**src/rtl/axis_snooper_if.sv**
```systemverilog
// AXI-Stream observation bundle. The master side drives the bus; the snooper
// only listens on the slave side, including TREADY.
interface axis_snooper_if #(
  parameter int unsigned DATA_WIDTH = 64
) ();
  logic [DATA_WIDTH-1:0]   TDATA;
  logic [DATA_WIDTH/8-1:0] TKEEP;
  logic                    TVALID;
  logic                    TREADY;
  logic                    TLAST;

  modport master (output TDATA, TKEEP, TVALID, TREADY, TLAST);
  modport slave  (input  TDATA, TKEEP, TVALID, TREADY, TLAST);
endinterface

```
**src/rtl/axis_snooper.sv**
```systemverilog
// Passive AXI-Stream tap: claims a packet buffer, copies one whole packet into
// it word by word, then releases it. Packets starting with no buffer held are counted.
module axis_snooper #(
  parameter int unsigned SN_FWD_DATA_WIDTH = 64,
  parameter int unsigned SN_FWD_ADDR_WIDTH = 8,
  parameter int unsigned INC_WIDTH         = 4,
  parameter int unsigned DROP_CNT_WIDTH    = 32
) (
  input  logic                         clk,
  input  logic                         rst,
  axis_snooper_if.slave                snoop,
  output logic [SN_FWD_ADDR_WIDTH-1:0] sn_addr,
  output logic [SN_FWD_DATA_WIDTH-1:0] sn_wr_data,
  output logic                         sn_wr_en,
  output logic [INC_WIDTH-1:0]         sn_byte_inc,
  output logic                         sn_done,
  input  logic                         rdy_for_sn,
  output logic                         rdy_for_sn_ack,
  output logic [DROP_CNT_WIDTH-1:0]    drop_cnt
);

  localparam int unsigned KeepWidth = SN_FWD_DATA_WIDTH / 8;

  typedef enum logic [1:0] {StNobuf, StReady, StCapture, StTrunc} state_e;

  state_e                       state_q;
  logic                         sop_q;
  logic                         beat;
  logic [INC_WIDTH-1:0]         keep_cnt;
  logic [SN_FWD_ADDR_WIDTH-1:0] addr_inc;

  assign beat     = snoop.TVALID & snoop.TREADY;
  assign addr_inc = sn_addr + SN_FWD_ADDR_WIDTH'(1);

  // TKEEP is contiguous from bit 0, but a popcount is robust to any pattern.
  always_comb begin
    keep_cnt = '0;
    for (int i = 0; i < int'(KeepWidth); i++) begin
      keep_cnt = keep_cnt + INC_WIDTH'(snoop.TKEEP[i]);
    end
  end

  always_ff @(posedge clk or negedge rst) begin
    if (!rst) begin
      state_q        <= StNobuf;
      sop_q          <= 1'b1;
      sn_addr        <= '0;
      sn_wr_data     <= '0;
      sn_wr_en       <= 1'b0;
      sn_byte_inc    <= '0;
      sn_done        <= 1'b0;
      rdy_for_sn_ack <= 1'b0;
      drop_cnt       <= '0;
    end else begin
      sn_wr_en       <= 1'b0;
      sn_done        <= 1'b0;
      rdy_for_sn_ack <= 1'b0;

      // Packet boundaries are tracked regardless of buffer ownership.
      if (beat) begin
        sop_q <= snoop.TLAST;
      end

      unique case (state_q)
        StNobuf: begin
          if (beat && sop_q && (drop_cnt != '1)) begin
            drop_cnt <= drop_cnt + DROP_CNT_WIDTH'(1);
          end
          if (rdy_for_sn) begin
            rdy_for_sn_ack <= 1'b1;
            state_q        <= StReady;
          end
        end

        // Only a packet's first beat may open a capture; a tail is ignored.
        StReady: begin
          if (beat && sop_q) begin
            sn_wr_en    <= 1'b1;
            sn_addr     <= '0;
            sn_wr_data  <= snoop.TDATA;
            sn_byte_inc <= keep_cnt;
            if (snoop.TLAST) begin
              sn_done <= 1'b1;
              state_q <= StNobuf;
            end else begin
              state_q <= StCapture;
            end
          end
        end

        StCapture: begin
          if (beat) begin
            sn_wr_en    <= 1'b1;
            sn_addr     <= addr_inc;
            sn_wr_data  <= snoop.TDATA;
            sn_byte_inc <= keep_cnt;
            if (snoop.TLAST) begin
              sn_done <= 1'b1;
              state_q <= StNobuf;
            end else if (addr_inc == '1) begin
              state_q <= StTrunc;
            end
          end
        end

        // Buffer full: swallow the rest, release on TLAST without writing.
        StTrunc: begin
          if (beat && snoop.TLAST) begin
            sn_done <= 1'b1;
            state_q <= StNobuf;
          end
        end

        default: state_q <= StNobuf;
      endcase
    end
  end

endmodule

```
**src/flat_wrapper.sv**
```systemverilog
// flat-port wrapper written by rule: the top's interface ports become plain ports
module axis_snooper_flat 
#(
  parameter int unsigned SN_FWD_DATA_WIDTH = 64,
  parameter int unsigned SN_FWD_ADDR_WIDTH = 8,
  parameter int unsigned INC_WIDTH         = 4,
  parameter int unsigned DROP_CNT_WIDTH    = 32
)
  (clk, rst, sn_addr, sn_wr_data, sn_wr_en, sn_byte_inc, sn_done, rdy_for_sn, rdy_for_sn_ack, drop_cnt, snoop_TDATA, snoop_TKEEP, snoop_TVALID, snoop_TREADY, snoop_TLAST);
  axis_snooper_if #(.DATA_WIDTH((64))) snoop_i ();
  input  logic clk;
  input  logic rst;
  output logic [SN_FWD_ADDR_WIDTH-1:0] sn_addr;
  output logic [SN_FWD_DATA_WIDTH-1:0] sn_wr_data;
  output logic sn_wr_en;
  output logic [INC_WIDTH-1:0] sn_byte_inc;
  output logic sn_done;
  input  logic rdy_for_sn;
  output logic rdy_for_sn_ack;
  output logic [DROP_CNT_WIDTH-1:0] drop_cnt;
  input wire logic [$bits(snoop_i.TDATA)-1:0] snoop_TDATA;
  input wire logic [$bits(snoop_i.TKEEP)-1:0] snoop_TKEEP;
  input wire logic [$bits(snoop_i.TVALID)-1:0] snoop_TVALID;
  input wire logic [$bits(snoop_i.TREADY)-1:0] snoop_TREADY;
  input wire logic [$bits(snoop_i.TLAST)-1:0] snoop_TLAST;
  assign snoop_i.TDATA = snoop_TDATA;
  assign snoop_i.TKEEP = snoop_TKEEP;
  assign snoop_i.TVALID = snoop_TVALID;
  assign snoop_i.TREADY = snoop_TREADY;
  assign snoop_i.TLAST = snoop_TLAST;
  axis_snooper #(.SN_FWD_DATA_WIDTH(SN_FWD_DATA_WIDTH), .SN_FWD_ADDR_WIDTH(SN_FWD_ADDR_WIDTH), .INC_WIDTH(INC_WIDTH), .DROP_CNT_WIDTH(DROP_CNT_WIDTH)) u_core (.clk(clk), .rst(rst), .snoop(snoop_i), .sn_addr(sn_addr), .sn_wr_data(sn_wr_data), .sn_wr_en(sn_wr_en), .sn_byte_inc(sn_byte_inc), .sn_done(sn_done), .rdy_for_sn(rdy_for_sn), .rdy_for_sn_ack(rdy_for_sn_ack), .drop_cnt(drop_cnt));
endmodule
```
**config.mk**
```make
export PLATFORM = sky130hd
export DESIGN_NAME = axis_snooper_flat
export DESIGN_NICKNAME = d
export VERILOG_FILES = /design/src/rtl/axis_snooper_if.sv /design/src/rtl/axis_snooper.sv /design/src/flat_wrapper.sv
export SDC_FILE = /design/constraint.sdc
export NUM_CORES = 1
export LEC_CHECK = 0
export CAP_MARGIN = 20
export CORE_ASPECT_RATIO = 1.1
export CORE_MARGIN = 1.5
export CORE_UTILIZATION = 40
export DETAILED_ROUTE_END_ITERATION = 8
export DONT_BUFFER_PORTS = 1
export PLACE_DENSITY = 0.62
export SLEW_MARGIN = 30
export SYNTH_ARGS = -nofsm -noshare
export SYNTH_HDL_FRONTEND = slang
export SYNTH_SLANG_ARGS = --single-unit
```
**constraint.sdc**
```tcl
create_clock -name clk -period 2 [get_ports clk]
set_input_delay 0 -clock clk [delete_from_list [all_inputs] [get_ports clk]]
set_output_delay 0 -clock clk [all_outputs]
set_load 0.005 [all_outputs]
```
---- Word level (Yosys, flattened, before mapping) ----
Index checks and enable logic that the tools add are counted.
storage, ports and cells
  register bits after elaboration ......... 114
  output and inout bits ................... 111
operators by class
  equality and inequality tests ........... 10
  bitwise operators ....................... 1
  mux-type cells .......................... 27
  add/sub/neg operators ................... 9
  reduce and logical (&&, ||, !) cells .... 8
operators by type and width
  cell                                                    number
  two-way mux 64 bit                                      2
  case mux 64 bit (2 select lines)                        1
  adder 32 x 1 -> 32 bit (second input constant)          1
  inequality test 32 bit (second input constant)          1
  adder 4 x 1 -> 4 bit                                    6
  two-way mux 8 bit                                       2
  case mux 8 bit (2 select lines)                         1
  two-way mux 2 bit                                       7
  adder 8 x 1 -> 8 bit (second input constant)            1
  == test 8 bit (second input constant)                   1
  two-way mux 1 bit                                       8
  two-way mux 4 bit                                       2
  case mux 2 bit (4 select lines)                         1
  case mux 4 bit (2 select lines)                         1
  inequality test 2 x 1 -> 1 bit (second input constant)  3
  AND reduction 5 bit                                     1
  == test 2 bit (second input constant)                   2
  logical AND 1 bit                                       3
  inequality test 3 x 2 -> 1 bit (second input constant)  1
  case mux 1 bit (3 select lines)                         1
  AND reduction 3 bit                                     1
  adder 1 x 1 -> 2 bit                                    1
  == test 2 x 1 -> 1 bit (second input constant)          1
  zero test 2 bit                                         1
  other kinds (5)                                         5

---- Depth between registers and ports, before layout ----
Gate-level depths: netlist of run 1.
  depth after elaboration ................. 9
  depth in mapped cells ................... 10

---- Least setup slack after synthesis of run 1 ----
Ideal clock, no wire load.
  kind .................................... input -> register
  start ................................... input snoop_TKEEP[0]
  end ..................................... register u_core.sn_byte_inc[1]
  arrival ................................. 2232 ps
  slack ................................... -314 ps
  required time ........................... 1917 ps
  library setup time ...................... 83 ps
  stages on the path ...................... 9
  cell sequence ........................... ha_1 inv_1 fa_1 fa_1 inv_1 fa_1 inv_1 fa_1 o21ai_0
on the way
  word-level cells in the longest chain between the ends .. 9
  elaborated cells on any way between the ends .. 10
  classes of those cells .................. add/sub: 7; mux: 3
ends and longest elaborated chain
  what                                    RTL line                                RTL
  from (decl)                             flat_wrapper.sv:22                      input wire logic [$bits(snoop_i.TKEEP)-1:0] snoop_TKEEP;
  adder 1 x 1 -> 2 bit (*)                axis_snooper.sv:39                      keep_cnt = keep_cnt + INC_WIDTH'(snoop.TKEEP[i]);
  adder 4 x 1 -> 4 bit (*) (6 in series)  axis_snooper.sv:39
  two-way mux 4 bit (on tied branches)    axis_snooper.sv:92, axis_snooper.sv:77
  case mux 4 bit (2 select lines) (*)     axis_snooper.sv:64                      unique case (state_q)
  to (signal assigned)                    axis_snooper.sv:81                      sn_byte_inc <= keep_cnt;
  to (signal assigned)                    axis_snooper.sv:96                      sn_byte_inc <= keep_cnt;
  to (decl)                               axis_snooper.sv:15                      output logic [INC_WIDTH-1:0] sn_byte_inc,
Every way passes the cells marked *; elsewhere a longest branch is shown, timed or not. The select of a mux whose other input is x is not followed.
A chain may end at the register's enable or synchronous reset.

---- Worst setup path in the final report of run 1 ----
  start ................................... register u_core.state_q[0]
  end ..................................... register u_core.drop_cnt[30]
on the way
  word-level cells in the longest chain between the ends .. 2
ends and longest elaborated chain
  what                                  RTL line            RTL
  from (decl)                           axis_snooper.sv:26  state_e state_q;
  from (signal assigned)                axis_snooper.sv:45  state_q <= StNobuf;
  from (signal assigned)                axis_snooper.sv:71  state_q <= StReady;
  from (signal assigned)                axis_snooper.sv:84  state_q <= StNobuf;
  zero test 2 bit                       axis_snooper.sv:64
  AND reduction 2 bit (no source line)  --
  to (signal assigned)                  axis_snooper.sv:67  drop_cnt <= drop_cnt + DROP_CNT_WIDTH'(1);
  to (decl)                             axis_snooper.sv:19  output logic [DROP_CNT_WIDTH-1:0] drop_cnt
No other way between the ends.

==> results of run 1 <==
final timing paths:
| path | to | cells after the start | startpoint |
|---|---|---|---|
| max reg2reg | u_core.drop_cnt[30] | 7 | u_core.state_q[0] |
| max | u_core.drop_cnt[30] | 7 | u_core.state_q[0] |
| max in group asynchronous | u_core.sop_q | 0 | rst |
| min | u_core.drop_cnt[7] | 0 | rst |
| min reg2reg | u_core.drop_cnt[10] | 1 | u_core.drop_cnt[10] |
| min in group clk | u_core.drop_cnt[6] | 4 | snoop_TREADY |
power groups by stage:
stage	Combinational, mW	Sequential [mW]	Clock, mW
after floorplan	1.73	3.59	0
after global placement	2.24	3.76	0
after detailed placement	2.35	3.77	0
after CTS	2.47	3.75	3.30
after global routing	2.72	3.83	3.40
final	2.49	3.75	3.23
cell usage after synthesis, types with 6 or more instances:
master	number
nand2_1	24
inv_1	18
nand3_1	21
xor2_1	7
ha_1	10
o21ai_0	18
a21oi_1	6
nand4_1	12
xnor2_1	27
mux2_2	67
nor3_1	7
nor2_1	18
dfrtp_1	113
cell type report:
cell class                 instances  area (sq um)  share of cell area
clock buffer                      19           443              0.0640
clock inverter                    11           186              0.0269
inverter                          18          67.6             0.00976
multi-input combinational        267          2170               0.313
sequential                       114          2850               0.412
tap                              157           196              0.0284
timing repair buffer             105          1010               0.145
stage by stage:
step	setup TNS (ns)	instance area (sq um)	worst slack (ns)	instances	util
after global placement	-0.539	5520	-0.265	585	0.441
after floorplan	-0.414	5110	-0.236	411	-
after CTS	0	6870	0.00891	687	0.548
after global routing	-0.0627	6920	-0.0627	691	0.552
final	0	6920	0.0245	691	0.552
after detailed placement	-0.753	5520	-0.321	585	0.441
repair_timing:
| item | in CTS | in global routing |
|---|---|---|
| gates cloned | 0 | 0 |
| setup buffers | 0 | 4 |
| endpoints found under the hold margin | 185 | 114 |
| gates resized for setup | 2 | 4 |
| endpoints found under the setup margin | 1 | 10 |
| pin swaps | 0 | 2 |
kinds of logic (layout without fill, tap and decap cells):
kind of cell    Yosys count  after routing  synth area share
compound gates           39             39            0.0469
simple gates            112            112             0.121
xor+xnor                 34             34            0.0585
fa+ha+maj                14             14            0.0403
flops                   114            114             0.560
mux                      68             68             0.150
buf+inv                  30            153            0.0226
registers in the layout, indices dropped and copies added, names as in the netlist:
name,count
u_core.sn_addr,8
u_core.state_q,2
u_core.sn_done,1
u_core.sn_wr_en,1
u_core.rdy_for_sn_ack,1
u_core.sn_byte_inc,4
u_core.sn_wr_data,64
u_core.drop_cnt,32
u_core.sop_q,1
per-layer routing:
metal | global-route usage | share of wire | up-vias
li1 | - | - | 1672
met1 | 0.197 | 0.38 | 1780
met2 | 0.315 | 0.53 | 131
met3 | 0.0664 | 0.067 | 26
met4 | 0.0946 | 0.025 | 0
met5 | 0 | 0 | -
==> summary.json, run 1 <==
{
  "hold_buffers": {"value": 72},
  "io_pins": {"value": 189},
  "pin_count_of_the_biggest_net_entering_global_routing": {"value": 115},
  "synth_warnings": {"value": 0},
  "post_synth_main_area_contributors": {"value": "dfrtp_1 56%, mux2_2 15%, xnor2_1 4.6%"},
  "post_route_cells_drive_above_1_share": {"value": 0.281},
  "mappedNetlistArea": {"value": 5090, "unit": "sq um"},
  "p_sw": {"value": 2.64, "unit": "mW"},
  "gr-total-overflow": {"value": 0},
  "synth_cell_types": {"value": 46},
  "postSynthRegisterBits": {"value": 114},
  "worst_ep_required_time": {"value": 2.33, "unit": "ns"},
  "dominantRegCellSynth": {"value": "dfrtp_1"},
  "worstSetupPathType": {"value": "flop to flop"},
  "critical_path_arrival": {"value": 2.30, "unit": "ns"},
  "via_count_of_the_first_global_routing_pass": {"value": 3796},
  "die_x": {"value": 111, "unit": "um"},
  "finalSetupViolations": {"value": 0},
  "place.port_buffers": {"value": 0},
  "layout_worst_path_cycle_share": {"value": 0.988},
  "most_frequent_cells_in_the_layout": {"value": "113 x dfrtp_1, 72 x dlygate4sd3_1, 67 x mux2_2"},
  "drt-total-wl": {"value": 11900, "unit": "um"},
  "synth_enable_flop_cells": {"value": 0},
  "irDropWorstVdd": {"value": 0.873, "unit": "mV"},
  "avgRoutedWirePerCell": {"value": 17.3, "unit": "um"},
  "final-hold-violation-count": {"value": 114},
  "setup.worst_path.end_class": {"value": "flop"},
  "violations_in_the_final_reports": {"value": "hold timing"},
  "hold_path.class": {"value": "primary input to async pin"},
  "share_comb_of_total_power": {"value": 0.263},
  "finalCriticalPeriod": {"value": 1.98, "unit": "ns"},
  "worst_path_dominant_cell_family": {"value": "simple AND/OR/NAND/NOR gates"},
  "p_leak": {"value": 3.02, "unit": "nW"},
  "cts_max_level": {"value": 4},
  "synth_top_area_cell": {"value": "dfrtp_1"},
  "tritoncts.num_buffers": {"value": 17},
  "core_region_area": {"value": 12500, "unit": "sq um"},
  "synthesis.instances": {"value": 411},
  "drt_pre_antenna_iters": {"value": 4},
  "dr_total_vias": {"value": 3609},
  "share_of_synthesized_area_occupied_by_flip_flops_and_latches": {"value": 0.560},
  "cts_buffer_depth": {"value": 2},
  "worst_rel_slew_slack": {"value": 0.761},
  "r2r_setup_slack": {"value": 0.02, "unit": "ns"},
  "grt_antenna_before_repair": {"value": 0},
  "whs": {"value": -0.718, "unit": "ns"},
  "initial_utilization": {"value": 0.406},
  "drv.max_cap_violation_count": {"value": 0},
  "cp_max_fanout": {"value": 4},
  "floorplan.rows": {"value": 43},
  "grtUsageTotal": {"value": 0.182},
  "netSwitchingFraction": {"value": 0.278},
  "total_power": {"value": 9.47, "unit": "mW"},
  "sequentialPowerShare": {"value": 0.397},
  "floorplan.die.height": {"value": 121, "unit": "um"},
  "clockPowerShare": {"value": 0.341},
  "remaining_drc_errors": {"value": 0},
  "ctsRootBufferMaster": {"value": "clkbuf_16"},
  "area_share_of_the_leading_cell_type_in_the_synthesized_netlist": {"value": 0.555},
  "first_pass_grt_wire_length": {"value": 19100, "unit": "um"},
  "fillCellCount": {"value": 1028},
  "timing.fmax": {"value": 506, "unit": "MHz"},
  "cp_cell_sequence": {"value": "inv_2 -> ha_4 -> nand4_1 -> or3_4 -> a2111o_1 -> nor3_2 -> xor2_1"},
  "syn_nets": {"value": 503},
  "pwr_density_cell": {"value": 1370, "unit": "nW/um^2"},
  "worst_clock_skew": {"value": 0.00528, "unit": "ns"},
  "die_area": {"value": 13400, "unit": "sq um"},
  "synthesis.area_per_instance": {"value": 12.4, "unit": "sq um"},
  "detailedPlacementHpwl": {"value": 7650, "unit": "um"},
  "start_kind": {"value": "flop"},
  "critical_path.max_stage_delay": {"value": 0.39, "unit": "ns"},
  "critPathBufInv": {"value": 1},
  "clk_latency": {"value": 0.41, "unit": "ns"},
  "layout.nets": {"value": 615},
  "drt.antenna.violating_nets": {"value": 0},
  "clock_sinks": {"value": 114},
  "drt_iter0_markers": {"value": 154},
  "async_reset_ff_frac": {"value": 1.00},
  "p_int": {"value": 6.83, "unit": "mW"},
  "tritoncts": {"value": "yes"},
  "setup_repair_after_global_routing_missed_its_margin": {"value": "true"},
  "globalplace.congestion": {"value": 0.790},
  "cp_slowest_cell": {"value": "or3_4"},
  "slew_violations": {"value": 0},
  "leading_cell_type_in_the_layout_fill_and_taps_excluded": {"value": "dfrtp_1"},
  "worst_pin_slew": {"value": 0.359, "unit": "ns"},
  "run_status": {"value": "finished, violations left"},
  "cts.clk_slew.worst_paths": {"value": 0.05, "unit": "ns"},
  "flow.area_growth_from_synthesis": {"value": 35.9, "unit": "%"},
  "detail_routed_via_count_per_cell": {"value": 5.22},
  "antennaDiodeCount": {"value": 0}
}
Power figures use the tool's default switching activity.
==> run 2: changes to the inputs <==
Settings changed: ABC_AREA set to 1.
==> summary.json, run 2 <==
{
  "initial_utilization": {"value": 0.408},
  "place_area": {"value": 5830, "unit": "sq um"},
  "synth_enable_flop_cells": {"value": 0},
  "hold_buffers": {"value": 72},
  "synthesis.area_per_instance": {"value": 7.78, "unit": "sq um"},
  "floorplan.rows": {"value": 45},
  "finalCriticalPeriod": {"value": 1.89, "unit": "ns"},
  "worstSetupPathType": {"value": "primary input to flop"},
  "most_frequent_cells_in_the_layout": {"value": "373 x nand2_1, 113 x dfrtp_1, 72 x dlygate4sd3_1"},
  "worst_pin_slew": {"value": 0.419, "unit": "ns"},
  "critical_path.max_stage_delay": {"value": 0.50, "unit": "ns"},
  "remaining_drc_errors": {"value": 0},
  "avgRoutedWirePerCell": {"value": 15.2, "unit": "um"},
  "timing.fmax": {"value": 529, "unit": "MHz"},
  "register_with_the_most_flip_flops": {"value": "u_core.sn_wr_data"},
  "p_leak": {"value": 3.52, "unit": "nW"},
  "drt.antenna.violating_nets": {"value": 0},
  "drt_iter0_markers": {"value": 223},
  "synth_commonest_cells": {"value": "373 x nand2_1, 113 x dfrtp_1, 46 x inv_1"},
  "synthesis.instances": {"value": 720},
  "postSynthRegisterBits": {"value": 114},
  "setup_repair_after_global_routing_missed_its_margin": {"value": "false"},
  "drt_pre_antenna_iters": {"value": 5},
  "layout.nets": {"value": 894},
  "globalplace.congestion": {"value": 0.903},
  "die_x": {"value": 116, "unit": "um"},
  "layout_worst_path_cycle_share": {"value": 0.945},
  "drv.max_cap_violation_count": {"value": 0},
  "cts_buffer_depth": {"value": 2},
  "worst_path_dominant_cell_family": {"value": "adder cells"},
  "tritoncts.num_buffers": {"value": 17},
  "area_share_of_the_leading_cell_type_in_the_synthesized_netlist": {"value": 0.505},
  "worst_ep_required_time": {"value": 2.34, "unit": "ns"},
  "ctsRootBufferMaster": {"value": "clkbuf_16"},
  "start_kind": {"value": "primary input"},
  "mappedNetlistArea": {"value": 5600, "unit": "sq um"},
  "synth_warnings": {"value": 0},
  "post_synth_main_area_contributors": {"value": "dfrtp_1 50%, nand2_1 25%, inv_1 3.1%"},
  "cp_max_fanout": {"value": 2},
  "drt-total-wl": {"value": 15300, "unit": "um"},
  "clk_latency": {"value": 0.42, "unit": "ns"},
  "irDropWorstVdd": {"value": 0.778, "unit": "mV"},
  "via_count_of_the_first_global_routing_pass": {"value": 4989},
  "synth_top_area_cell": {"value": "dfrtp_1"},
  "reg_top3": {"value": "u_core.sn_wr_data (64), u_core.drop_cnt (32), u_core.sn_addr (8)"},
  "final-hold-violation-count": {"value": 114},
  "final_cells": {"value": 1002},
  "post_route_cells_drive_above_1_share": {"value": 0.0811},
  "cts.clk_slew.worst_paths": {"value": 0.05, "unit": "ns"},
  "synth_cell_types": {"value": 29},
  "final_util": {"value": 0.523},
  "first_pass_grt_wire_length": {"value": 24400, "unit": "um"},
  "detailedPlacementHpwl": {"value": 10100, "unit": "um"},
  "detail_routed_via_count_per_cell": {"value": 4.95},
  "critical_path_arrival": {"value": 2.23, "unit": "ns"},
  "floorplan.die.height": {"value": 127, "unit": "um"},
  "grtUsageTotal": {"value": 0.214},
  "tritoncts": {"value": "yes"},
  "async_reset_ff_frac": {"value": 1.00},
  "worst_rel_slew_slack": {"value": 0.719},
  "core_region_area": {"value": 13700, "unit": "sq um"},
  "critPathBufInv": {"value": 3},
  "syn_nets": {"value": 812},
  "clock_sinks": {"value": 114},
  "finalSetupViolations": {"value": 0},
  "place.port_buffers": {"value": 0},
  "dpl.cell_count": {"value": 899},
  "slew_violations": {"value": 0},
  "setup.worst_path.end_class": {"value": "flop"},
  "die_area": {"value": 14700, "unit": "sq um"},
  "gr-total-overflow": {"value": 0},
  "dominantRegCellSynth": {"value": "dfrtp_1"},
  "worst_clock_skew": {"value": 0.00757, "unit": "ns"},
  "flow.area_growth_from_synthesis": {"value": 28.4, "unit": "%"},
  "pin_count_of_the_biggest_net_entering_global_routing": {"value": 115},
  "leading_cell_type_in_the_layout_fill_and_taps_excluded": {"value": "nand2_1"},
  "run_status": {"value": "finished, violations left"},
  "io_pins": {"value": 189},
  "violations_in_the_final_reports": {"value": "hold timing"},
  "cp_cell_sequence": {"value": "ha_4 -> inv_2 -> fa_1 -> fa_1 -> inv_1 -> fa_2 -> inv_2 -> fa_2 -> o21ai_1"},
  "pwr_density_cell": {"value": 1390, "unit": "nW/um^2"},
  "cts_max_level": {"value": 4},
  "antennaDiodeCount": {"value": 0},
  "grt_antenna_before_repair": {"value": 0},
  "r2r_setup_slack": {"value": 0.20, "unit": "ns"},
  "dr_total_vias": {"value": 4957},
  "hold_path.class": {"value": "primary input to async pin"},
  "post-synth-top-count-cell": {"value": "nand2_1"},
  "cts_post_setup_buffers_inserted": {"value": 0},
  "cp_slowest_cell": {"value": "fa_1"},
  "post-route-cell-area": {"value": 7190, "unit": "sq um"},
  "whs": {"value": -0.719, "unit": "ns"},
  "share_of_synthesized_area_occupied_by_flip_flops_and_latches": {"value": 0.510},
  "largest_register_ffs": {"value": 64}
}
-- run 2: layer usage --
layer  vias to the layer above  global-route usage  share of wire
met5                         -                   0              0
met4                         0              0.0983          0.034
met3                        43              0.0882          0.095
met2                       229               0.362           0.50
met1                      2298               0.233           0.37
li1                       2387                   -              -
-- run 2: path summary, 6_finish.rpt --
kind / start / to / cells past startpoint
max: snoop_TKEEP[1] / u_core.sn_byte_inc[1] / 9
min: rst / u_core.drop_cnt[12] / 0
max reg2reg: u_core.drop_cnt[1] / u_core.drop_cnt[3] / 10
min reg2reg: u_core.sn_wr_data[8] / u_core.sn_wr_data[8] / 2
max in group asynchronous: rst / u_core.sn_wr_data[51] / 0
min in group clk: snoop_TKEEP[1] / u_core.sn_byte_inc[3] / 4
-- run 2: repair_timing --
action                                  CTS  global route
endpoints found under the setup margin    0             5
hold endpoints to repair                185           114
resized for setup                         0             2
-- run 2: final cells by class --
class / instances / area (sq um)
fillers: 1256 / 6550
flip-flops and latches: 114 / 2850
multi-input cells: 533 / 2440
repair buffers: 83 / 816
clock buffers: 18 / 429
well taps: 188 / 235
clock inverters: 13 / 210
inverters: 53 / 201
-- run 2: cell families (layout without fill, tap and decap cells) --
| kind of cell | Yosys count | after routing | synth area share |
|---|---|---|---|
| XOR/XNOR | 19 | 19 | 0.0297 |
| AO/OA/AOI/OAI | 32 | 32 | 0.0304 |
| adder cells (fa/ha/maj) | 14 | 14 | 0.0366 |
| buffers and inverters | 73 | 167 | 0.0574 |
| AND/OR/NAND/NOR | 468 | 468 | 0.336 |
| flip-flops | 114 | 114 | 0.510 |
-- run 2: through the flow --
stage               worst slack [ns]  TNS (ns)  power, mW
global placement              -0.268    -0.471       6.37
finish                         0.111         0       9.97
global route                  0.0156         0       10.7
detailed placement            -0.344    -0.677       6.55
floorplan                     -0.236    -0.375       5.76
CTS                            0.110         0       9.97
-- run 2: power breakdown --
group,leakage (nW),switching [mW],internal (mW)
clock,0.306,1.08,2.20
sequential,1.46,0.809,3.16
combinational,1.75,1.76,0.944
